**src/rtl/flash_seq_pkg.sv**
```systemverilog
// Shared constants and state encoding for the SPI flash transaction sequencer.
// BYTE_CYC_DEF is the byte-serial shifter's own timing and must track that block.
package flash_seq_pkg;

    localparam int BYTE_CYC_DEF = 17;
    localparam int CS_SETUP_DEF = 2;
    localparam int CS_HOLD_DEF  = 2;
    localparam int NMAX_W_DEF   = 9;
    localparam int TMR_W        = 5;

    typedef enum logic [2:0] {
        ST_IDLE,
        ST_SETUP,
        ST_SEND,
        ST_SHIFT,
        ST_NEXT,
        ST_WFETCH,
        ST_HOLD
    } state_t;

    // Address bytes go out MSB first; 'left' counts down 3..1.
    function automatic logic [7:0] addr_byte(input logic [23:0] addr, input logic [1:0] left);
        case (left)
            2'd3:    return addr[23:16];
            2'd2:    return addr[15:8];
            default: return addr[7:0];
        endcase
    endfunction

endpackage

```
**src/rtl/flash_seq_timer.sv**
```systemverilog
// Loadable down-counter with zero flag; shared by the SETUP, SHIFT and HOLD waits.
module flash_seq_timer #(
    parameter int W = 5
) (
    input  logic         CLK,
    input  logic         RSTN,
    input  logic         load,
    input  logic [W-1:0] load_val,
    output logic         zero
);

    logic [W-1:0] cnt;

    always_ff @(posedge CLK or negedge RSTN) begin
        if (!RSTN)
            cnt <= '0;
        else if (load)
            cnt <= load_val;
        else if (cnt != '0)
            cnt <= cnt - 1'b1;
    end

    assign zero = (cnt == '0);

endmodule

```
**src/rtl/flash_seq.sv**
```systemverilog
// SPI flash transaction sequencer: chip select, opcode, optional 3-byte address,
// then N write or read data bytes, driving the byte-serial shifter strobes.
//
// state  | meaning
// IDLE   | waiting for START, chip select released
// SETUP  | chip select low, waiting before the first byte
// SEND   | FWS high for one cycle with FDO
// SHIFT  | shifter busy with the current byte
// NEXT   | byte boundary: FRS / RDATA capture, pick next byte
// WFETCH | WREQ high until WVALID supplies a write byte
// HOLD   | last byte done, waiting before releasing chip select
module flash_seq
    import flash_seq_pkg::*;
#(
    parameter int BYTE_CYC = BYTE_CYC_DEF,
    parameter int CS_SETUP = CS_SETUP_DEF,
    parameter int CS_HOLD  = CS_HOLD_DEF,
    parameter int NMAX_W   = NMAX_W_DEF
) (
    input  logic              CLK,
    input  logic              RSTN,
    input  logic              START,
    input  logic              ABORT,
    input  logic [7:0]        OPCODE,
    input  logic [23:0]       ADDR,
    input  logic              ADDR_EN,
    input  logic              DIR_RD,
    input  logic [NMAX_W-1:0] NBYTES,
    input  logic [7:0]        WDATA,
    input  logic              WVALID,
    output logic              WREQ,
    output logic [7:0]        RDATA,
    output logic              RVALID,
    output logic              BUSY,
    output logic              DONE,
    output logic              FCS_N,
    output logic              FWS,
    output logic [7:0]        FDO,
    output logic              FRS,
    input  logic [7:0]        FDI
);

    localparam logic [TMR_W-1:0] TMR_SETUP = TMR_W'(CS_SETUP - 1);
    localparam logic [TMR_W-1:0] TMR_SHIFT = TMR_W'(BYTE_CYC - 2);
    localparam logic [TMR_W-1:0] TMR_HOLD  = TMR_W'(CS_HOLD - 1);

    state_t            state;
    logic [7:0]        opcode_q;
    logic [23:0]       addr_q;
    logic              dir_rd_q;
    logic [1:0]        addr_left;
    logic [NMAX_W-1:0] data_left;
    logic              cur_rd;
    logic              abort_q;
    logic              abort_any;
    logic              tmr_load;
    logic [TMR_W-1:0]  tmr_val;
    logic              tmr_zero;

    assign abort_any = ABORT | abort_q;

    // The timer is reloaded every cycle of the state preceding each wait, so the
    // wait starts counting on the exact cycle its state is entered.
    always_comb begin
        tmr_load = 1'b0;
        tmr_val  = TMR_HOLD;
        case (state)
            ST_IDLE:   begin tmr_load = 1'b1; tmr_val = TMR_SETUP; end
            ST_SEND:   begin tmr_load = 1'b1; tmr_val = TMR_SHIFT; end
            ST_NEXT,
            ST_WFETCH: tmr_load = 1'b1;
            default:   tmr_load = 1'b0;
        endcase
    end

    flash_seq_timer #(.W(TMR_W)) u_timer (
        .CLK      (CLK),
        .RSTN     (RSTN),
        .load     (tmr_load),
        .load_val (tmr_val),
        .zero     (tmr_zero)
    );

    always_ff @(posedge CLK or negedge RSTN) begin
        if (!RSTN) begin
            state     <= ST_IDLE;
            FCS_N     <= 1'b1;
            FWS       <= 1'b0;
            FRS       <= 1'b0;
            WREQ      <= 1'b0;
            RVALID    <= 1'b0;
            DONE      <= 1'b0;
            BUSY      <= 1'b0;
            FDO       <= 8'h00;
            RDATA     <= 8'h00;
            opcode_q  <= 8'h00;
            addr_q    <= 24'h0;
            dir_rd_q  <= 1'b0;
            addr_left <= 2'd0;
            data_left <= '0;
            cur_rd    <= 1'b0;
            abort_q   <= 1'b0;
        end else begin
            FWS    <= 1'b0;
            FRS    <= 1'b0;
            WREQ   <= 1'b0;
            RVALID <= 1'b0;
            DONE   <= 1'b0;
            if (state != ST_IDLE && ABORT)
                abort_q <= 1'b1;

            case (state)
                ST_IDLE: begin
                    abort_q <= 1'b0;
                    if (START && !ABORT) begin
                        opcode_q  <= OPCODE;
                        addr_q    <= ADDR;
                        dir_rd_q  <= DIR_RD;
                        addr_left <= ADDR_EN ? 2'd3 : 2'd0;
                        data_left <= NBYTES;
                        BUSY      <= 1'b1;
                        FCS_N     <= 1'b0;
                        state     <= ST_SETUP;
                    end
                end
                ST_SETUP: begin
                    if (tmr_zero) begin
                        if (abort_any) begin
                            state <= ST_NEXT;
                        end else begin
                            FWS    <= 1'b1;
                            FDO    <= opcode_q;
                            cur_rd <= 1'b0;
                            state  <= ST_SEND;
                        end
                    end
                end
                ST_SEND: state <= ST_SHIFT;
                ST_SHIFT: begin
                    // Write data is requested one cycle early so an unstalled
                    // write keeps the same FWS pitch as a read.
                    if (tmr_zero) begin
                        if (!abort_any && addr_left == 2'd0 && data_left != '0 && !dir_rd_q) begin
                            WREQ  <= 1'b1;
                            state <= ST_WFETCH;
                        end else begin
                            FRS   <= cur_rd;
                            state <= ST_NEXT;
                        end
                    end
                end
                ST_NEXT: begin
                    if (FRS) begin
                        RDATA  <= FDI;
                        RVALID <= 1'b1;
                    end
                    if (abort_any) begin
                        state <= ST_HOLD;
                    end else if (addr_left != 2'd0) begin
                        FWS       <= 1'b1;
                        FDO       <= addr_byte(addr_q, addr_left);
                        addr_left <= addr_left - 2'd1;
                        cur_rd    <= 1'b0;
                        state     <= ST_SEND;
                    end else if (data_left != '0 && dir_rd_q) begin
                        FWS       <= 1'b1;
                        FDO       <= 8'h00;
                        data_left <= data_left - 1'b1;
                        cur_rd    <= 1'b1;
                        state     <= ST_SEND;
                    end else if (data_left != '0) begin
                        WREQ  <= 1'b1;
                        state <= ST_WFETCH;
                    end else begin
                        state <= ST_HOLD;
                    end
                end
                ST_WFETCH: begin
                    if (abort_any) begin
                        state <= ST_HOLD;
                    end else if (WVALID) begin
                        FWS       <= 1'b1;
                        FDO       <= WDATA;
                        data_left <= data_left - 1'b1;
                        cur_rd    <= 1'b0;
                        state     <= ST_SEND;
                    end else begin
                        WREQ <= 1'b1;
                    end
                end
                ST_HOLD: begin
                    if (tmr_zero) begin
                        FCS_N <= 1'b1;
                        DONE  <= 1'b1;
                        BUSY  <= 1'b0;
                        state <= ST_IDLE;
                    end
                end
                default: state <= ST_IDLE;
            endcase
        end
    end

endmodule
```
**config.mk**
```make
export PLATFORM = sky130hd
export DESIGN_NAME = flash_seq
export DESIGN_NICKNAME = d
export VERILOG_FILES = /design/src/rtl/flash_seq_pkg.sv /design/src/rtl/flash_seq_timer.sv /design/src/rtl/flash_seq.sv
export SDC_FILE = /design/constraint.sdc
export NUM_CORES = 1
export LEC_CHECK = 0
export ABC_AREA = 1
export CORE_ASPECT_RATIO = 1.4
export CORE_MARGIN = 2
export CORE_UTILIZATION = 51
export CTS_CLUSTER_SIZE = 20
export DETAILED_ROUTE_END_ITERATION = 7
export PLACE_DENSITY = 0.8
export SLEW_MARGIN = 20
export SYNTH_ARGS = -nofsm -noshare
export SYNTH_HDL_FRONTEND = slang
export SYNTH_SLANG_ARGS = --single-unit
export TNS_END_PERCENT = 30
```
**constraint.sdc**
```tcl
create_clock -name CLK -period 1.73 [get_ports CLK]
set_input_delay 0.2595 -clock CLK [delete_from_list [all_inputs] [get_ports CLK]]
set_output_delay 0.2595 -clock CLK [all_outputs]
set_load 0.1 [all_outputs]
```
# After elaboration in Yosys (flattened, before gate mapping)
# Index checks and enable logic that the tools add are counted.
# Widths: inputs -> output; s select.
# totals
ff_bits,77
in_bits,64
out_inout_bits,23
wordCells,151
# op_classes
addsub,3
n_eq_ne,21
mux,78
n_bitwise,1
reduce_logical,30
# op_table
cell,n
$mux 8,7
$mux 9,6
$mux 1,37
$mux 3,10
$pmux 9 s3,1
$pmux 8 s3,1
$ne 2x2->1 const B,11
$pmux 3 s7,1
$pmux 8 s2,1
$reduce_and 7->1,2
$mux 2,5
$mux 5,2
$reduce_bool 2->1,5
$eq 3x3->1 const B,3
$pmux 1 s3,3
$reduce_bool 3->1,3
$reduce_bool 9->1,1
$sub 9x1->9 const B,1
$eq 3x2->1 const B,2
$logic_and 1x1->1,6
$ne 3x3->1 const B,2
$logic_not 5->1,1
$reduce_and 5->1,1
$reduce_bool 5->1,1
15 further kinds,20

# Depth between registers and ports, before layout
# logic_depth
ltp_word,8
mapped_depth,11
ltp_nobuf,10

# Cells and area by module
# Synthesis repeated with hierarchy kept, for this count alone.
# unflattened
hier_cells,553
hier_area_um2,4195.3
# by_module_without_submodules
mod,instances,cells_each,area_per_inst_um2
flash_seq,1,514,3892.5
flash_seq_timer,1,39,302.8

# Worst setup path after synthesis
# OpenSTA, ideal clock, no wires.
# synth_path
kind,reg2reg
startpoint,register addr_left[0]
endpoint,register FDO[0]
setup_ns,0.067
t_arrival_ns,1.450
setup_slack_ns,0.213
path_stages_with_launch,10
path_buffers,1
period_less_slack_ns,1.517
path_cell_list,dfrtp_1 -> ha_1 -> clkbuf_1 -> nor2_1 -> nand2_1 -> o211ai_1 -> nand2_1 -> nand2_1 -> nand3_1 -> nand2_1
# synth_between
elab_chain_cells,5
# synth_rtl
element,line_no,text
from (decl),flash_seq.sv:51,logic [1:0] addr_left;
from (signal assigned),flash_seq.sv:119,addr_left <= ADDR_EN ? 2'd3 : 2'd0;
from (signal assigned),flash_seq.sv:162,addr_left <= addr_left - 2'd1;
$eq 2x2->1,flash_seq_pkg.sv:23,case (left)
$pmux 8 s2,flash_seq_pkg.sv:23,
$mux 8,flash_seq.sv:159,end else if (addr_left != 2'd0) begin
$mux 8,flash_seq.sv:157,if (abort_any) begin
$pmux 8 s3,flash_seq.sv:112,case (state)
to (signal assigned),flash_seq.sv:132,FDO <= opcode_q;
to (signal assigned),flash_seq.sv:161,"FDO <= addr_byte(addr_q, addr_left);"
to (decl),flash_seq.sv:38,"output logic [7:0] FDO,"
# Parallel ways exist; a longest one is shown, timed or not. The select of a mux whose other input is x is not followed.
# A chain may end at the register's enable or synchronous reset.

# Final worst setup path
# layout_path
startpoint,register state[0]
endpoint,register data_left[1]
# layout_between
elab_chain_cells,3
# layout_rtl
element,line_no,text
from (decl),flash_seq.sv:47,state_t state;
from (signal assigned),flash_seq.sv:86,state <= ST_IDLE;
from (signal assigned),flash_seq.sv:123,state <= ST_SETUP;
from (signal assigned),flash_seq.sv:129,state <= ST_NEXT;
$eq 3x3->1 or $logic_not 3->1 (tied branches),flash_seq.sv:112,
$ne 2x2->1 (no source line) or $reduce_bool 3->1 (tied branches),n/a,
$reduce_and 7->1 (no source line),n/a,
to (signal assigned),flash_seq.sv:168,data_left <= data_left - 1'b1;
to (signal assigned),flash_seq.sv:184,data_left <= data_left - 1'b1;
to (decl),flash_seq.sv:52,logic [NMAX_W-1:0] data_left;
# Parallel ways exist; a longest one is shown, timed or not.

==> metrics.txt <==
Placer Congestion 0.9170; total grt overflow 0; status finished, final reports clean; root buf cell clkbuf_8; met2 Resource Use GR 0.4346; core footprint 7797 um^2; reg2reg setup slack 120 ps; Via-to-Cell Ratio between 4 and 5; Tmin final 1608 ps; GRT Util Overall 0.2448; clk_lat worst skew 350 ps; Power, Total roughly 0.009 W; # H-tree levels 3; critical path arrival 1840 ps; Post-DP Area ~5300 um^2; Finished Core Util 0.7097; row count 38; skew final 14.35 ps; initial antenna violation count 0; mapped cell area slightly above 4000 um^2; GRT met1 Usage 0.2895; fin. max-slew vios 0; PD cells 1605 nW/um^2; Area growth syn-to-layout 34.77%; Routed WL per cell 13.13 um; Max-Cap Viols 0; global-route wire length before repair 16660 um; R2R depth 10; port bufs 86; yosys warns 0; fmax 621.7 MHz; Worst Setup Start Kind register; CTS buffer count 9; Initial Util 0.5266; peak supply drop 1.036 mV; Critical Path End Type register; Setup-failing EPs final 0; top cell type's share of synthesized area 0.4631; Reg clk slew, reported paths 80 ps; post-synthesis net count around 630; drt first pass iters 5; hold crit path type input port to async pin; remaining antenna violation count 0; CTS tree built; Leakage 2.847 nW; DIE HEIGHT 110.2 um; final instance area 5534 um^2; number of synthesized flops with an enable pin 0; vias in the first global route 3783; RSZ-0062 raised after global routing true; Layout Nets 723; HPWL after DPL 7742 um; Mean Syn Cell Area 7.412 um^2; # DRC 0; Final Hold Vio Count 0; Cells after Synth 554; Yosys reg bits 77; Synth area leaders dfrtp_1, nand2_1, nand3_1, inv_1, nor2_1; fin crit share 0.9297; area leader, netlist dfrtp_1; CP required 1960 ps; post-synthesis cell type count 31; GRT met3 Usage 0.05049; # IOs 87; share of layout cells above drive strength 1 0.1370; die width 79.84 um; 1st-iter DRT viols 214; Max clock buf depth 2; vias 3759; slew margin rel. 0.6783; fillers 657; Antenna diodes 0; Most Used Layer, Global Route met2; largest net degree at the start of global routing 57; Async SR Flop Fraction 1.000; Die ar. 8795 um^2; Synth Flop Type dfrtp_1; clk sinks 77; Detailed Route WL 9938 um; slew of the pin with the lowest slew margin 481.8 ps; crit path max fanout 8; share of the yosys chip area belonging to registers 0.4695; critical path class register to register
timing repair:
item                                   in CTS  in global routing
endpoints found under the hold margin      20                  0
resized for setup                           1                  4
setup buffers                               0                  0
hold buffers                                1                  0
setup endpoints to repair                   2                 18
placed cells by master (no fill, tap or decap), types with 2 or more instances in the layout:
| cell type | instances |
|---|---|
| nand3_1 | 40 |
| nor2_4 | 7 |
| buf_4 | 11 |
| clkinvlp_4 | 2 |
| nand4_1 | 2 |
| a21oi_1 | 5 |
| xor2_1 | 2 |
| inv_4 | 2 |
| nand3_4 | 2 |
| nand3_2 | 3 |
| clkdlybuf4s50_1 | 62 |
| o211ai_1 | 6 |
| nand2_2 | 5 |
| ha_1 | 7 |
| inv_1 | 39 |
| nor2_1 | 27 |
| a21oi_2 | 2 |
| o21ai_0 | 13 |
| nor2_2 | 2 |
| inv_2 | 8 |
| clkbuf_1 | 2 |
| buf_12 | 25 |
| dfrtp_1 | 75 |
| nand2_4 | 5 |
| clkbuf_8 | 9 |
| clkinv_2 | 4 |
| nand2_1 | 281 |
| o21ai_1 | 2 |
routing by layer:
layer	vias to the layer above	wire [um]
met5	-	0
met4	0	339
met1	1709	4002
met2	122	5161
met3	28	435
li1	1900	-
final timing paths:
check | endpoint | from
setup / recovery | data_left[1]$_DFFE_PN0P_ | state[0]$_DFFE_PN0P_
min in group CLK | RDATA[7]$_DFFE_PN0P_ | FDI[7]
hold / removal | u_timer.cnt[3]$_DFFE_PN0P_ | RSTN
hold reg to reg | addr_q[20]$_DFFE_PN0P_ | addr_q[20]$_DFFE_PN0P_
setup reg to reg | data_left[1]$_DFFE_PN0P_ | state[0]$_DFFE_PN0P_
max in group asynchronous | opcode_q[7]$_DFFE_PN0P_ | RSTN
metrics by stage:
stage               setup TNS [ps]  hold WS [ps]  worst slack (ps)  cells
floorplan                        0        -36.09             213.0    554
global placement                 0         163.3             84.41    740
detailed placement         -0.7517         174.1           -0.7517    740
CTS                              0         340.3             113.9    757
global route                -7.954         358.5            -5.129    757
finish                           0         346.1             121.6    757
registers in the layout, summed over array words and instances, names as in the netlist:
| name | flops |
|---|---|
| abort_q | 1 |
| FRS | 1 |
| data_left | 9 |
| opcode_q | 8 |
| BUSY | 1 |
| state | 3 |
| FDO | 8 |
| FCS_N | 1 |
| addr_q | 24 |
| RDATA | 8 |
| addr_left | 2 |
| FWS | 1 |
| dir_rd_q | 1 |
| DONE | 1 |
| cur_rd | 1 |
| WREQ | 1 |
| u_timer.cnt | 5 |
| RVALID | 1 |
final cells by class:
| type | instances | area [um^2] | area share |
|---|---|---|---|
| timing repair buffer | 99 | 1214 | 0.2193 |
| inverter | 50 | 193.9 | 0.03504 |
| sequential | 77 | 1929 | 0.3486 |
| multi-input combinational | 415 | 1911 | 0.3452 |
| clock buffer | 11 | 131.4 | 0.02374 |
| tap | 100 | 125.1 | 0.02261 |
| clock inverter | 5 | 30.03 | 0.005426 |
power by group:
group / total, W / switching, W / internal, W / leakage [nW]
Combinational: 0.00470 / 0.00303 / 0.00167 / 1.83
Sequential: 0.00302 / 0.000554 / 0.00247 / 0.943
Clock: 0.00116 / 0.000646 / 0.000514 / 0.0791
worst max-delay path: stages (launching register included):
cell and delay (ps):
dfrtp_1 520, inv_2 130, nand2_2 80, nor2_4 150, nand2_1 170, nand2_4 100
inv_4 50, nand2_4 80, clkinv_2 90, nand3_1 70, nand2_1 50
logic make-up after synthesis:
| logic type | Yosys count | synth area share |
|---|---|---|
| AOI/OAI and AO/OA | 29 | 0.04174 |
| xor gates and xnor gates | 3 | 0.006400 |
| and+or+nand+nor | 376 | 0.3927 |
| adders and majority gates | 7 | 0.02133 |
| DFF | 77 | 0.4695 |
| buffers and inverters | 62 | 0.06825 |
synthesized netlist by cell type, types with 2 or more instances:
library cell,instances
a21oi_2,2
buf_6,4
nand3_1,40
nand4_1,2
o211ai_1,6
nor2_1,29
nand3_2,3
inv_1,39
nand3_4,2
nand2_2,4
ha_1,7
clkbuf_1,3
nand2_4,5
buf_2,3
o21ai_0,13
o21ai_1,2
nor2_4,6
inv_4,2
a21oi_1,5
inv_2,8
nand2_1,282
xor2_1,2
buf_4,2
dfrtp_1,76
Power figures use the tool's default switching activity.
